$ cat src/rtl/branch_resolve.sv
// branch_resolve: resolves branch direction and target from a decoded branch
// op and the registered compare result, checks it against the fetch-time
// static prediction, and on a mispredict pulses flush and holds a PC redirect
// toward fetch until it is accepted. Also keeps saturating branch statistics.
//
// Ports:
//   clk, rst_n                  clock (rising edge), synchronous active-low reset
//   br_valid / br_ready         branch op handshake from decode
//   br_pc, br_imm, br_funct3    branch PC, sign-extended B-type offset, type
//   br_pred_taken               static prediction used by fetch
//   cond_in                     compare result, valid the cycle after accept
//   res_valid/taken/target/illegal  one-cycle resolution result
//   flush                       one-cycle pulse on mispredict
//   redir_valid / redir_ready   PC redirect handshake toward fetch
//   redir_pc                    redirect address, stable while pending
//   stat_branches, stat_mispred saturating statistics counters
module branch_resolve #(
    parameter int unsigned XLEN  = 32,
    parameter int unsigned CNT_W = 16
) (
    input  logic             clk,
    input  logic             rst_n,
    input  logic             br_valid,
    output logic             br_ready,
    input  logic [XLEN-1:0]  br_pc,
    input  logic [XLEN-1:0]  br_imm,
    input  logic [2:0]       br_funct3,
    input  logic             br_pred_taken,
    input  logic             cond_in,
    output logic             res_valid,
    output logic             res_taken,
    output logic [XLEN-1:0]  res_target,
    output logic             res_illegal,
    output logic             flush,
    output logic             redir_valid,
    input  logic             redir_ready,
    output logic [XLEN-1:0]  redir_pc,
    output logic [CNT_W-1:0] stat_branches,
    output logic [CNT_W-1:0] stat_mispred
);

    localparam logic [1:0] ST_IDLE     = 2'd0;
    localparam logic [1:0] ST_EVAL     = 2'd1;
    localparam logic [1:0] ST_REDIRECT = 2'd2;

    localparam logic [CNT_W-1:0] CNT_MAX = '1;

    logic [1:0]       state, state_nxt;
    logic [XLEN-1:0]  pc_q, pc_nxt;
    logic [XLEN-1:0]  imm_q, imm_nxt;
    logic [2:0]       funct3_q, funct3_nxt;
    logic             pred_q, pred_nxt;

    logic             br_ready_nxt;
    logic             res_valid_nxt, res_taken_nxt, res_illegal_nxt;
    logic [XLEN-1:0]  res_target_nxt;
    logic             flush_nxt, redir_valid_nxt;
    logic [XLEN-1:0]  redir_pc_nxt;
    logic [CNT_W-1:0] stat_branches_nxt, stat_mispred_nxt;

    logic             illegal_c, taken_c, mispred_c;
    logic [XLEN-1:0]  target_c;

    // Branch decision from the latched op and the compare result sampled in EVAL
    always_comb begin
        illegal_c = (funct3_q == 3'b010) || (funct3_q == 3'b011);
        taken_c   = cond_in && !illegal_c;
        target_c  = taken_c ? (pc_q + imm_q) : (pc_q + XLEN'(4));
        mispred_c = (taken_c != pred_q);
    end

    // Next-state and next-output logic
    always_comb begin
        state_nxt         = state;
        pc_nxt            = pc_q;
        imm_nxt           = imm_q;
        funct3_nxt        = funct3_q;
        pred_nxt          = pred_q;
        res_valid_nxt     = 1'b0;
        res_taken_nxt     = 1'b0;
        res_target_nxt    = '0;
        res_illegal_nxt   = 1'b0;
        flush_nxt         = 1'b0;
        redir_valid_nxt   = redir_valid;
        redir_pc_nxt      = redir_pc;
        stat_branches_nxt = stat_branches;
        stat_mispred_nxt  = stat_mispred;

        case (state)
            ST_IDLE: begin
                if (br_valid && br_ready) begin
                    pc_nxt     = br_pc;
                    imm_nxt    = br_imm;
                    funct3_nxt = br_funct3;
                    pred_nxt   = br_pred_taken;
                    state_nxt  = ST_EVAL;
                end
            end
            ST_EVAL: begin
                res_valid_nxt   = 1'b1;
                res_taken_nxt   = taken_c;
                res_target_nxt  = target_c;
                res_illegal_nxt = illegal_c;
                if (stat_branches != CNT_MAX) begin
                    stat_branches_nxt = stat_branches + CNT_W'(1);
                end
                if (mispred_c) begin
                    if (stat_mispred != CNT_MAX) begin
                        stat_mispred_nxt = stat_mispred + CNT_W'(1);
                    end
                    flush_nxt       = 1'b1;
                    redir_valid_nxt = 1'b1;
                    redir_pc_nxt    = target_c;
                    state_nxt       = ST_REDIRECT;
                end else begin
                    state_nxt = ST_IDLE;
                end
            end
            ST_REDIRECT: begin
                // redir_pc is left untouched so it stays stable until accepted
                if (redir_ready) begin
                    redir_valid_nxt = 1'b0;
                    state_nxt       = ST_IDLE;
                end
            end
            default: begin
                redir_valid_nxt = 1'b0;
                state_nxt       = ST_IDLE;
            end
        endcase

        br_ready_nxt = (state_nxt == ST_IDLE);
    end

    // State and registered outputs; reset drops any pending redirect
    always_ff @(posedge clk) begin
        if (!rst_n) begin
            state         <= ST_IDLE;
            pc_q          <= '0;
            imm_q         <= '0;
            funct3_q      <= '0;
            pred_q        <= 1'b0;
            br_ready      <= 1'b1;
            res_valid     <= 1'b0;
            res_taken     <= 1'b0;
            res_target    <= '0;
            res_illegal   <= 1'b0;
            flush         <= 1'b0;
            redir_valid   <= 1'b0;
            redir_pc      <= '0;
            stat_branches <= '0;
            stat_mispred  <= '0;
        end else begin
            state         <= state_nxt;
            pc_q          <= pc_nxt;
            imm_q         <= imm_nxt;
            funct3_q      <= funct3_nxt;
            pred_q        <= pred_nxt;
            br_ready      <= br_ready_nxt;
            res_valid     <= res_valid_nxt;
            res_taken     <= res_taken_nxt;
            res_target    <= res_target_nxt;
            res_illegal   <= res_illegal_nxt;
            flush         <= flush_nxt;
            redir_valid   <= redir_valid_nxt;
            redir_pc      <= redir_pc_nxt;
            stat_branches <= stat_branches_nxt;
            stat_mispred  <= stat_mispred_nxt;
        end
    end

endmodule

$ cat config.mk
export PLATFORM = sky130hd
export DESIGN_NAME = branch_resolve
export DESIGN_NICKNAME = d
export VERILOG_FILES = /design/src/rtl/branch_resolve.sv
export SDC_FILE = /design/constraint.sdc
export NUM_CORES = 1
export LEC_CHECK = 0
export BUFFER_PORTS_ARGS = -buffer_cell sky130_fd_sc_hd__buf_2
export CAP_MARGIN = 20
export CORE_ASPECT_RATIO = 1.1
export CORE_MARGIN = 2
export CORE_UTILIZATION = 55
export DETAILED_ROUTE_END_ITERATION = 7
export GPL_ROUTABILITY_DRIVEN = 0
export PLACE_DENSITY_LB_ADDON = 0.2
export REMOVE_ABC_BUFFERS = 1
export SYNTH_ARGS = -nofsm -noshare
export SYNTH_HDL_FRONTEND = slang
export SYNTH_SLANG_ARGS = --single-unit
$ cat constraint.sdc
create_clock -name clk -period 3.15 [get_ports clk]
set_input_delay 0.1575 -clock clk [delete_from_list [all_inputs] [get_ports clk]]
set_output_delay 0.1575 -clock clk [all_outputs]
set_load 0.01 [all_outputs]
==> results of run 1 <==
-- kinds of logic (layout without fill, tap and decap cells) --
family                   Yosys count  count (layout)
AND/OR/NAND/NOR                  466             466
AO/OA/AOI/OAI                    259             259
flip-flops                       171             171
XOR/XNOR                          80              80
buffers and inverters             63             306
adder cells (fa/ha/maj)           35              35
multiplexers                       6               6
-- worst reg2reg max path, stage by stage (launching register included) --
cell and delay, ns:
dfxtp_1 0.33, ha_1 0.23, fa_2 0.38, a211oi_4 0.28
o211a_1 0.20, nor3_1 0.07, a211o_1 0.33, a221oi_4 0.39
o21ai_2 0.13, a31oi_2 0.19, mux2i_1 0.24, o221a_1 0.20
-- state kept, by name, indices dropped and copies added, names as in the netlist --
signal         count
br_ready           1
flush              1
funct3_q           2
imm_q             32
pc_q              32
pred_q             1
redir_pc          32
redir_valid        1
res_illegal        1
res_taken          1
res_target        32
res_valid          1
stat_branches     16
stat_mispred      16
state              2
-- final timing paths --
path | slack, ns | endpoint | from | cells past startpoint
worst max-delay path | 0.14 | redir_pc[26] | pc_q[0] | 11
worst max register to register | 0.14 | redir_pc[26] | pc_q[0] | 11
worst min register to register | 0.45 | redir_pc[23] | redir_pc[23] | 2
worst min-delay path | 0.02 | imm_q[20] | br_imm[20] | 3
-- what timing repair did --
item / 4_1_cts / 5_1_grt
resized for setup: 0 / 4
hold endpoints to repair: 66 / 0
endpoints found under the setup margin: 0 / 9
setup buffers: 0 / 0
hold buffers: 66 / 0
-- area by class of cell --
| type | instances | share of cell area (%) |
|---|---|---|
| well taps | 196 | 2.247 |
| inverters | 9 | 0.3211 |
| clock buffers | 21 | 4.311 |
| repair buffers | 265 | 15.89 |
| multi-input cells | 846 | 44.63 |
| clock inverters | 11 | 1.227 |
| flip-flops and latches | 171 | 31.37 |
-- layer usage --
| layer | vias up | part of all wire (%) |
|---|---|---|
| met5 | - | 0 |
| li1 | 4176 | - |
| met4 | 0 | 2.0 |
| met3 | 39 | 6.2 |
| met2 | 291 | 47 |
| met1 | 3881 | 44 |
-- layout by cell type, fill, tap and decap left out, drive strengths merged, types with 5 or more instances in the layout --
| cell type | instances |
|---|---|
| nand2 | 219 |
| buf | 199 |
| dfxtp | 171 |
| a21oi | 136 |
| nor2 | 111 |
| dlygate4sd3 | 66 |
| xor2 | 45 |
| o21ai | 37 |
| nand3 | 36 |
| xnor2 | 35 |
| ha | 34 |
| a21o | 22 |
| nand4 | 21 |
| clkbuf | 21 |
| nor3 | 16 |
| and3 | 14 |
| and2 | 13 |
| a211oi | 11 |
| inv | 11 |
| nor2b | 10 |
| o21a | 10 |
| o211ai | 9 |
| a31oi | 9 |
| or3 | 8 |
| mux2i | 6 |
| and4 | 6 |
| o211a | 5 |
-- power by group through the flow --
stage | combinational (mW) | sequential [mW] | clock, mW
after global placement | 0.737 | 2.38 | 0
after global routing | 0.920 | 2.35 | 2.25
after detailed placement | 0.748 | 2.38 | 0
final | 0.828 | 2.34 | 2.14
after floorplan | 0.474 | 2.39 | 0
after CTS | 0.817 | 2.34 | 2.17
==> results.txt, run 1 <==
ys async rst share = 0%
Worst Path Max Fanout = 4
maxcap violations = 0
die height = 134.3 um
H-tree depth = 4
Synth Area in Adders = 5.245%
Area contributors post-synth = dfxtp_1, nand2_1, a21oi_1
Compound-Gate Fraction of Synth Area = 18.54%
Num CTS Buffers = 17
root buffer cell = clkbuf_16
Logic pwr share = 15.6%
HPWL Detailed = 16.18 mm
first-pass GRT wire length = 37.54 mm
fmax = 332.5 MHz
PwrDens = 486.2 mW/mm^2
Final Core Density = 72.48%
final std cells w/o fill = 1519
final hold vios = 0
Final Max Slew Viols = 0
Peak VDD IR = 0.0003417 V
RSZ-0062 raised after global routing = no
Setup-failing EPs final = 0
DP Area = 0.009630 sq mm
commonest register cell after synthesis = dfxtp_1
Worst Setup End Kind = register
post-synthesis xor/xnor area fraction = 8.251%
core area = 0.01505 sq mm
CP arrival = 3.39 ns
Clock transition at path regs = 0.07 ns
final net count = 1418
ant diodes = 0
GR peak layer = met2
synthesized area per cell = 7.863 sq um
PortBufs = 173
Hold Slack = 0.01911 ns
Sequential Power Share = 44.1%
ANT nets after route = 0
clock skew = 0.005791 ns
proportion of layout cells with a drive suffix above 1 = 18.52%
met1 GRT Util = 37.25%
LEAKAGE = 4.886 nW
most common cell in the netlist = nand2_1
Seq. cell area = 0.003423 sq mm
Yosys reg bits = 171
data required time of the critical path = 3.53 ns
EDFF count, synth = 0
Synth Instances = 1080
largest family of logic cells by synthesized area = simple AND/OR/NAND/NOR gates
worst path bufs/invs = 0
met3 usage = 5.485%
Design Area, Final = 0.01091 sq mm
Max stage delay on crit path = 0.39 ns
antenna violations before repair = 0
Via Count = 8387
Seq/Total Area, Yosys = 40.31%
Post-route DRC = 0
die width = 122.5 um
CP Cell Sequence = ha_1 > fa_2 > a211oi_4 > o211a_1 > nor3_1 > a211o_1 > a221oi_4 > o21ai_2 > a31oi_2 > mux2i_1 > o221a_1
Psw = 1.464 mW
TritonRoute pass-1 iters = 5
worst-margin pin slew = 0.7582 ns
CTS tree = done
Num Clock Sinks = 171
final clock period utilization by the worst path = 95.47%
GRT met2 Usage = 47.19%
min Tclk post-route = 3.007 ns
Syn. warnings = 0
initial core utilization = 56.41%
Post-Synth Simple-Gate Area = 24.12%
sw frac = 27.60%
P&R area growth vs syn = 28.50%
Post-Syn Area = 0.008492 sq mm
largest area contributor in the netlist = dfxtp_1
CP delay by family, top = compound AO/OA/AOI/OAI gates
Post-Route WL = 23.22 mm
Final TNS setup = 0 ns
area of the multi-input gates = 0.004870 sq mm
post-DR wirelength/cell = 15.28 um
final setup margin = 0.1426 ns
vias in the first global route = 7694
Placed Cells incl. Taps = 1421
Min-Delay Path Class = in2reg
Core Rows = 47
clk buf depth = 2
Clk Latency, worst-skew pair = 0.44 ns
outcome = finished clean
FILL cells = 1218
Final Power = 5.306 mW
largest net degree at the start of global routing = 55
CP max-delay cell = a221oi_4
synth cell count leaders = nand2_1, dfxtp_1, a21oi_1
Yosys top cell area share = 40.31%
Max-slew headroom = 49.33%
I/O pin cnt = 175
Die ar. = 0.01645 sq mm
post-synthesis cell type count = 53
GR Overflow Total = 0
Crit Path Class = reg2reg
startpoint types = register
P_int = 3.841 mW
total global routing track utilization = 28.61%
Clk pwr share = 40.3%
post-synthesis mux area share = 0.7072%
routed vias/inst = 5.521
pre-CTS setup slack = 0.06779 ns
drt initial violations = 607
Power figures use the tool's default switching activity.
==> inputs of run 2 (changes only) <==
--- a/config.mk
+++ b/config.mk
@@ -5,11 +5,12 @@
 export SDC_FILE = /design/constraint.sdc
 export NUM_CORES = 1
 export LEC_CHECK = 0
+export ABC_AREA = 1
 export BUFFER_PORTS_ARGS = -buffer_cell sky130_fd_sc_hd__buf_2
 export CAP_MARGIN = 20
 export CORE_ASPECT_RATIO = 1.1
 export CORE_MARGIN = 2
-export CORE_UTILIZATION = 55
+export CORE_UTILIZATION = 57
 export DETAILED_ROUTE_END_ITERATION = 7
 export GPL_ROUTABILITY_DRIVEN = 0
 export PLACE_DENSITY_LB_ADDON = 0.2
==> results.txt, run 2 <==
post-synthesis cell type count = 43
final hold vios = 0
Seq/Total Area, Yosys = 35.48%
Clk Latency, worst-skew pair = 0.45 ns
outcome = finished clean
I/O pin cnt = 175
Min-Delay Path Class = in2reg
Via Count = 10000
routed length on met2 = 13.11 mm
CTS tree = done
core area = 0.01649 sq mm
Design Area, Final = 0.01159 sq mm
met3 wire length = 2.166 mm
Num CTS Buffers = 17
HPWL Detailed = 20.34 mm
Syn. warnings = 0
final std cells w/o fill = 1904
Setup-failing EPs final = 0
most frequent cells in the layout = nand2_1, inv_1, nor2_1
Worst Setup End Kind = register
P&R area growth vs syn = 20.07%
antenna violations before repair = 0
commonest register cell after synthesis = dfxtp_1
first-pass GRT wire length = 44.73 mm
Post-Syn Area = 0.009649 sq mm
synthesized area per cell = 6.437 sq um
top sig layer = met4
most common cell in the netlist = nand2_1
min Tclk post-route = 2.308 ns
total global routing track utilization = 31.00%
ant diodes = 0
post-DR wirelength/cell = 14.33 um
die width = 128.1 um
Peak VDD IR = 0.0004087 V
GR Overflow Total = 0
Die ar. = 0.01799 sq mm
maxcap violations = 0
LEAKAGE = 5.988 nW
EDFF count, synth = 0
proportion of layout cells with a drive suffix above 1 = 14.29%
Crit Path Class = reg2reg
critical path launch point = pc_q[0]
Num Clock Sinks = 171
ys async rst share = 0%
data required time of the critical path = 3.49 ns
vias in the first global route = 9337
RSZ-0062 raised after global routing = no
FILL cells = 1455
Yosys top cell area share = 35.48%
clock skew = 0.01591 ns
PortBufs = 173
sum of routed wire segments on met1 = 11.28 mm
commonest non-fill, non-tap cell in the layout = nand2_1
Area contributors post-synth = dfxtp_1, nand2_1, inv_1
DP Area = 0.01067 sq mm
CP Cell Sequence = ha_1 > fa_1 > nand3_1 > nand3_1 > nand3_1 > nand3b_1 > nand2_1 > nand3b_1 > nand3_1 > nand3_1 > nand2_1 > inv_1
fmax = 433.3 MHz
worst r2r src = pc_q[0]
Placed Cells incl. Taps = 1841
TritonRoute pass-1 iters = 5
largest area contributor in the netlist = dfxtp_1
Final Max Slew Viols = 0
Post-route DRC = 0
root buffer cell = clkbuf_16
Max-slew headroom = 53.63%
CP max-delay cell = fa_1
most used cell, CP = nand3_1
Core Rows = 49
initial core utilization = 58.51%
drt initial violations = 697
synth cell count leaders = nand2_1, inv_1, nor2_1
startpoint types = register
Max stage delay on crit path = 0.47 ns
CP arrival = 2.65 ns
Synth Instances = 1499
largest net degree at the start of global routing = 59
Worst Path Max Fanout = 4
Post-Route WL = 27.29 mm
Yosys reg bits = 171
routed vias/inst = 5.253
worst-margin pin slew = 0.6946 ns
Hold Crit Start = br_imm[14]
Clock transition at path regs = 0.07 ns
ANT nets after route = 0
Final Core Density = 70.25%
final net count = 1795
PwrDens = 498.0 mW/mm^2
die height = 140.5 um
final clock period utilization by the worst path = 73.27%
H-tree depth = 4
clk buf depth = 2
Setup Buffers After CTS = 0
==> run 2: stage by stage <==
| step | TNS, ns | hold slack [ns] | total power [mW] | setup slack, ns |
|---|---|---|---|---|
| 2_1_floorplan | -1.557 | 0.2782 | 3.250 | -0.03993 |
| 3_3_place_gp | 0 | 0.4110 | 3.612 | 0.9286 |
| 3_5_place_dp | 0 | 0.4177 | 3.638 | 0.9049 |
| 4_1_cts | 0 | 0.0006420 | 5.776 | 0.8755 |
| 5_1_grt | 0 | 0.007458 | 6.041 | 0.6457 |
| 6_report | 0 | 0.006126 | 5.770 | 0.8420 |
==> run 2: final timing paths <==
check                                    endpoint  slack, ns  depth (start not counted)
worst min register to register  stat_branches[15]       0.46                          2
worst max-delay path                 redir_pc[20]       0.84                         12
worst min-delay path                    imm_q[14]      0.006                          3
worst max register to register       redir_pc[20]       0.84                         12
==> run 2: layer usage <==
layer  global-route usage [%]  vias to the layer above
li1                         -                     5120
met5                        0                        -
met4                    11.51                        0
met1                    36.97                     4486
met3                    7.830                       55
met2                    53.64                      341
==> run 2: timing repair <==
action | 4_1_cts | 5_1_grt
resized for setup | 0 | 0
hold buffers | 31 | 0
hold endpoints to repair | 31 | 0
==> run 2: cell type report <==
class | count | area, sq um | area share (%)
Tap cell | 204 | 255.2 | 2.203
Timing Repair Buffer | 214 | 1251 | 10.80
Clock buffer | 19 | 452.9 | 3.909
Inverter | 209 | 784.5 | 6.771
Multi-Input combinational cell | 1074 | 5268 | 45.46
Sequential cell | 171 | 3423 | 29.55
Clock inverter | 13 | 151.4 | 1.307
==> run 2: cells by family (layout without fill, tap and decap cells) <==
| kind of cell | Yosys count | after routing | share of synthesized area, % |
|---|---|---|---|
| compound gates | 211 | 211 | 11.58 |
| xor+xnor | 36 | 36 | 3.268 |
| fa+ha+maj | 35 | 35 | 4.616 |
| buf+inv | 254 | 455 | 10.06 |
| flops | 171 | 171 | 35.48 |
| mux | 4 | 4 | 0.4150 |
| simple gates | 788 | 788 | 34.58 |
==> run 2: worst max-delay path, delay by kind of cell (launching register included) <==
family | cells | cell delay [ns]
fa+ha+maj | 2 | 0.71
buf+inv | 1 | 0.03
flops | 1 | 0.32
simple gates | 9 | 1.13
==> run 2: report_power, final <==
group	internal (mW)	switching, mW	leakage, nW	total (mW)
sequential	2.32	0.132	1.40	2.45
combinational	0.430	0.769	4.30	1.20
clock	1.17	0.954	0.295	2.12
total	3.91	1.86	5.99	5.77
==> inputs of run 3 (changes only) <==
==> constraint.sdc (replaced) <==
create_clock -name clk -period 2.2 [get_ports clk]
set_input_delay 0.11 -clock clk [delete_from_list [all_inputs] [get_ports clk]]
set_output_delay 0.11 -clock clk [all_outputs]
set_load 0.01 [all_outputs]
==> results.txt, run 3 (synthesis results as in run 2) <==
TritonRoute pass-1 iters = 6
CTS tree = done
clock skew = 0.01237 ns
Via Count = 10330
Post-route DRC = 0
commonest non-fill, non-tap cell in the layout = nand2_1
LEAKAGE = 6.215 nW
Peak VDD IR = 0.0005610 V
CP Cell Sequence = inv_1 > nor3_1 > nand2_1 > inv_1 > nand2_1 > and3_1 > a21oi_1 > nand2_1 > nand2_1 > inv_1
Setup-failing EPs final = 0
FILL cells = 1391
Final Power = 8.246 mW
data required time of the critical path = 2.53 ns
H-tree depth = 4
total global routing track utilization = 31.67%
I/O pin cnt = 175
vias in the first global route = 9651
Min-Delay Path Class = in2reg
ANT nets after route = 0
most used cell, CP = nand2_1
final net count = 1846
GR Overflow Total = 0
Max-slew headroom = 63.93%
antenna violations before repair = 0
Post-Route WL = 28.68 mm
Num Clock Sinks = 171
Crit Path Class = reg2reg
Clk Latency, worst-skew pair = 0.44 ns
Sequential Power Share = 42.4%
post-DR wirelength/cell = 14.67 um
PwrDens = 681.0 mW/mm^2
Clock transition at path regs = 0.07 ns
routed vias/inst = 5.285
initial core utilization = 58.51%
startpoint types = register
Worst Path Max Fanout = 6
CP max-delay cell = dfxtp_1
Psw = 2.725 mW
Clk pwr share = 34.8%
first-pass GRT wire length = 45.85 mm
outcome = finished, violations left
Worst Setup End Kind = register
Final Max Slew Viols = 0
Seq. cell area = 0.003426 sq mm
drt initial violations = 673
ant diodes = 0
Hold Slack = -0.006428 ns
Core Rows = 49
proportion of layout cells with a drive suffix above 1 = 15.82%
Hold Crit Start = br_pc[9]
HPWL Detailed = 20.49 mm
die width = 128.1 um
Die ar. = 0.01799 sq mm
fmax = 472.6 MHz
Max stage delay on crit path = 0.44 ns
clk buf depth = 2
root buffer cell = clkbuf_16
DP Area = 0.01084 sq mm
Final TNS setup = 0 ns
die height = 140.5 um
Logic pwr share = 22.8%
sw frac = 33.04%
PortBufs = 173
core area = 0.01649 sq mm
largest net degree at the start of global routing = 114
P_int = 5.522 mW
worst r2r src = pc_q[6]
final hold vios = 2
most frequent cells in the layout = nand2_1, inv_1, nor2_1
Design Area, Final = 0.01211 sq mm
critical path launch point = pc_q[6]
worst-margin pin slew = 0.5362 ns
P&R area growth vs syn = 25.49%
maxcap violations = 0
area of the multi-input gates = 0.005345 sq mm
Num CTS Buffers = 17
min Tclk post-route = 2.116 ns
failing checks = negative hold slack
final clock period utilization by the worst path = 96.19%
CP arrival = 2.45 ns
run 3: changes by cell type in the layout (fill, tap and decap cells not counted), sizes merged:
cell	delta
dlygate4sd3	+31
buf	+20
bufinv	-1
clkbuf	-1
clkinvlp	+1
inv	+1
run 3: through the flow:
stage / worst slack [ns] / std cells / util [%]
global placement: 0.08933 / 1860 / 65.72
detailed placement: 0.01319 / 1860 / 65.72
finish: 0.08385 / 1955 / 73.42
CTS: 0.01140 / 1954 / 72.92
global route: -0.03348 / 1955 / 73.42
floorplan: -0.9899 / 1454 / -
run 3: area by class of cell:
| class | instances | area share, % |
|---|---|---|
| flip-flops and latches | 171 | 28.29 |
| clock inverters | 14 | 1.095 |
| repair buffers | 265 | 14.34 |
| well taps | 204 | 2.108 |
| inverters | 209 | 6.479 |
| clock buffers | 18 | 3.544 |
| multi-input cells | 1074 | 44.14 |
run 3: final timing paths:
kind	endpoint	slack, ns	cells after the start
setup reg to reg	redir_pc[9]	0.08	10
hold / removal	pc_q[9]	-0.006	3
hold reg to reg	funct3_q[2]	0.46	2
setup / recovery	redir_pc[9]	0.08	10
run 3: routing by layer:
| layer | track usage, % | vias up | share of wire [%] |
|---|---|---|---|
| li1 | - | 5207 | - |
| met1 | 38.06 | 4651 | 41 |
| met2 | 53.36 | 394 | 48 |
| met3 | 8.060 | 81 | 7.5 |
| met4 | 13.94 | 0 | 3.6 |
| met5 | 0 | - | 0 |
run 3: worst max-delay path, delay by kind of cell (launching register included):
kind                   cells  cell delay, ns
buffers and inverters      3            0.44
AO/OA/AOI/OAI              1            0.27
flip-flops                 1            0.44
AND/OR/NAND/NOR            6            0.86
run 3: power groups by stage:
stage / clock network, mW / logic, mW / registers [mW]
3_5_place_dp: 0 / 1.71 / 3.55
3_3_place_gp: 0 / 1.68 / 3.54
5_1_grt: 3.04 / 2.09 / 3.52
4_1_cts: 2.90 / 1.82 / 3.48
6_report: 2.87 / 1.88 / 3.50
2_1_floorplan: 0 / 1.10 / 3.56
run 3: what timing repair did:
| action | CTS | global route |
|---|---|---|
| resized for setup | 2 | 16 |
| setup endpoints to repair | 2 | 26 |
| hold endpoints to repair | 62 | 0 |
| buffers inserted | 0 | 1 |
| hold buffers | 62 | 0 |
| pin swaps | 0 | 2 |
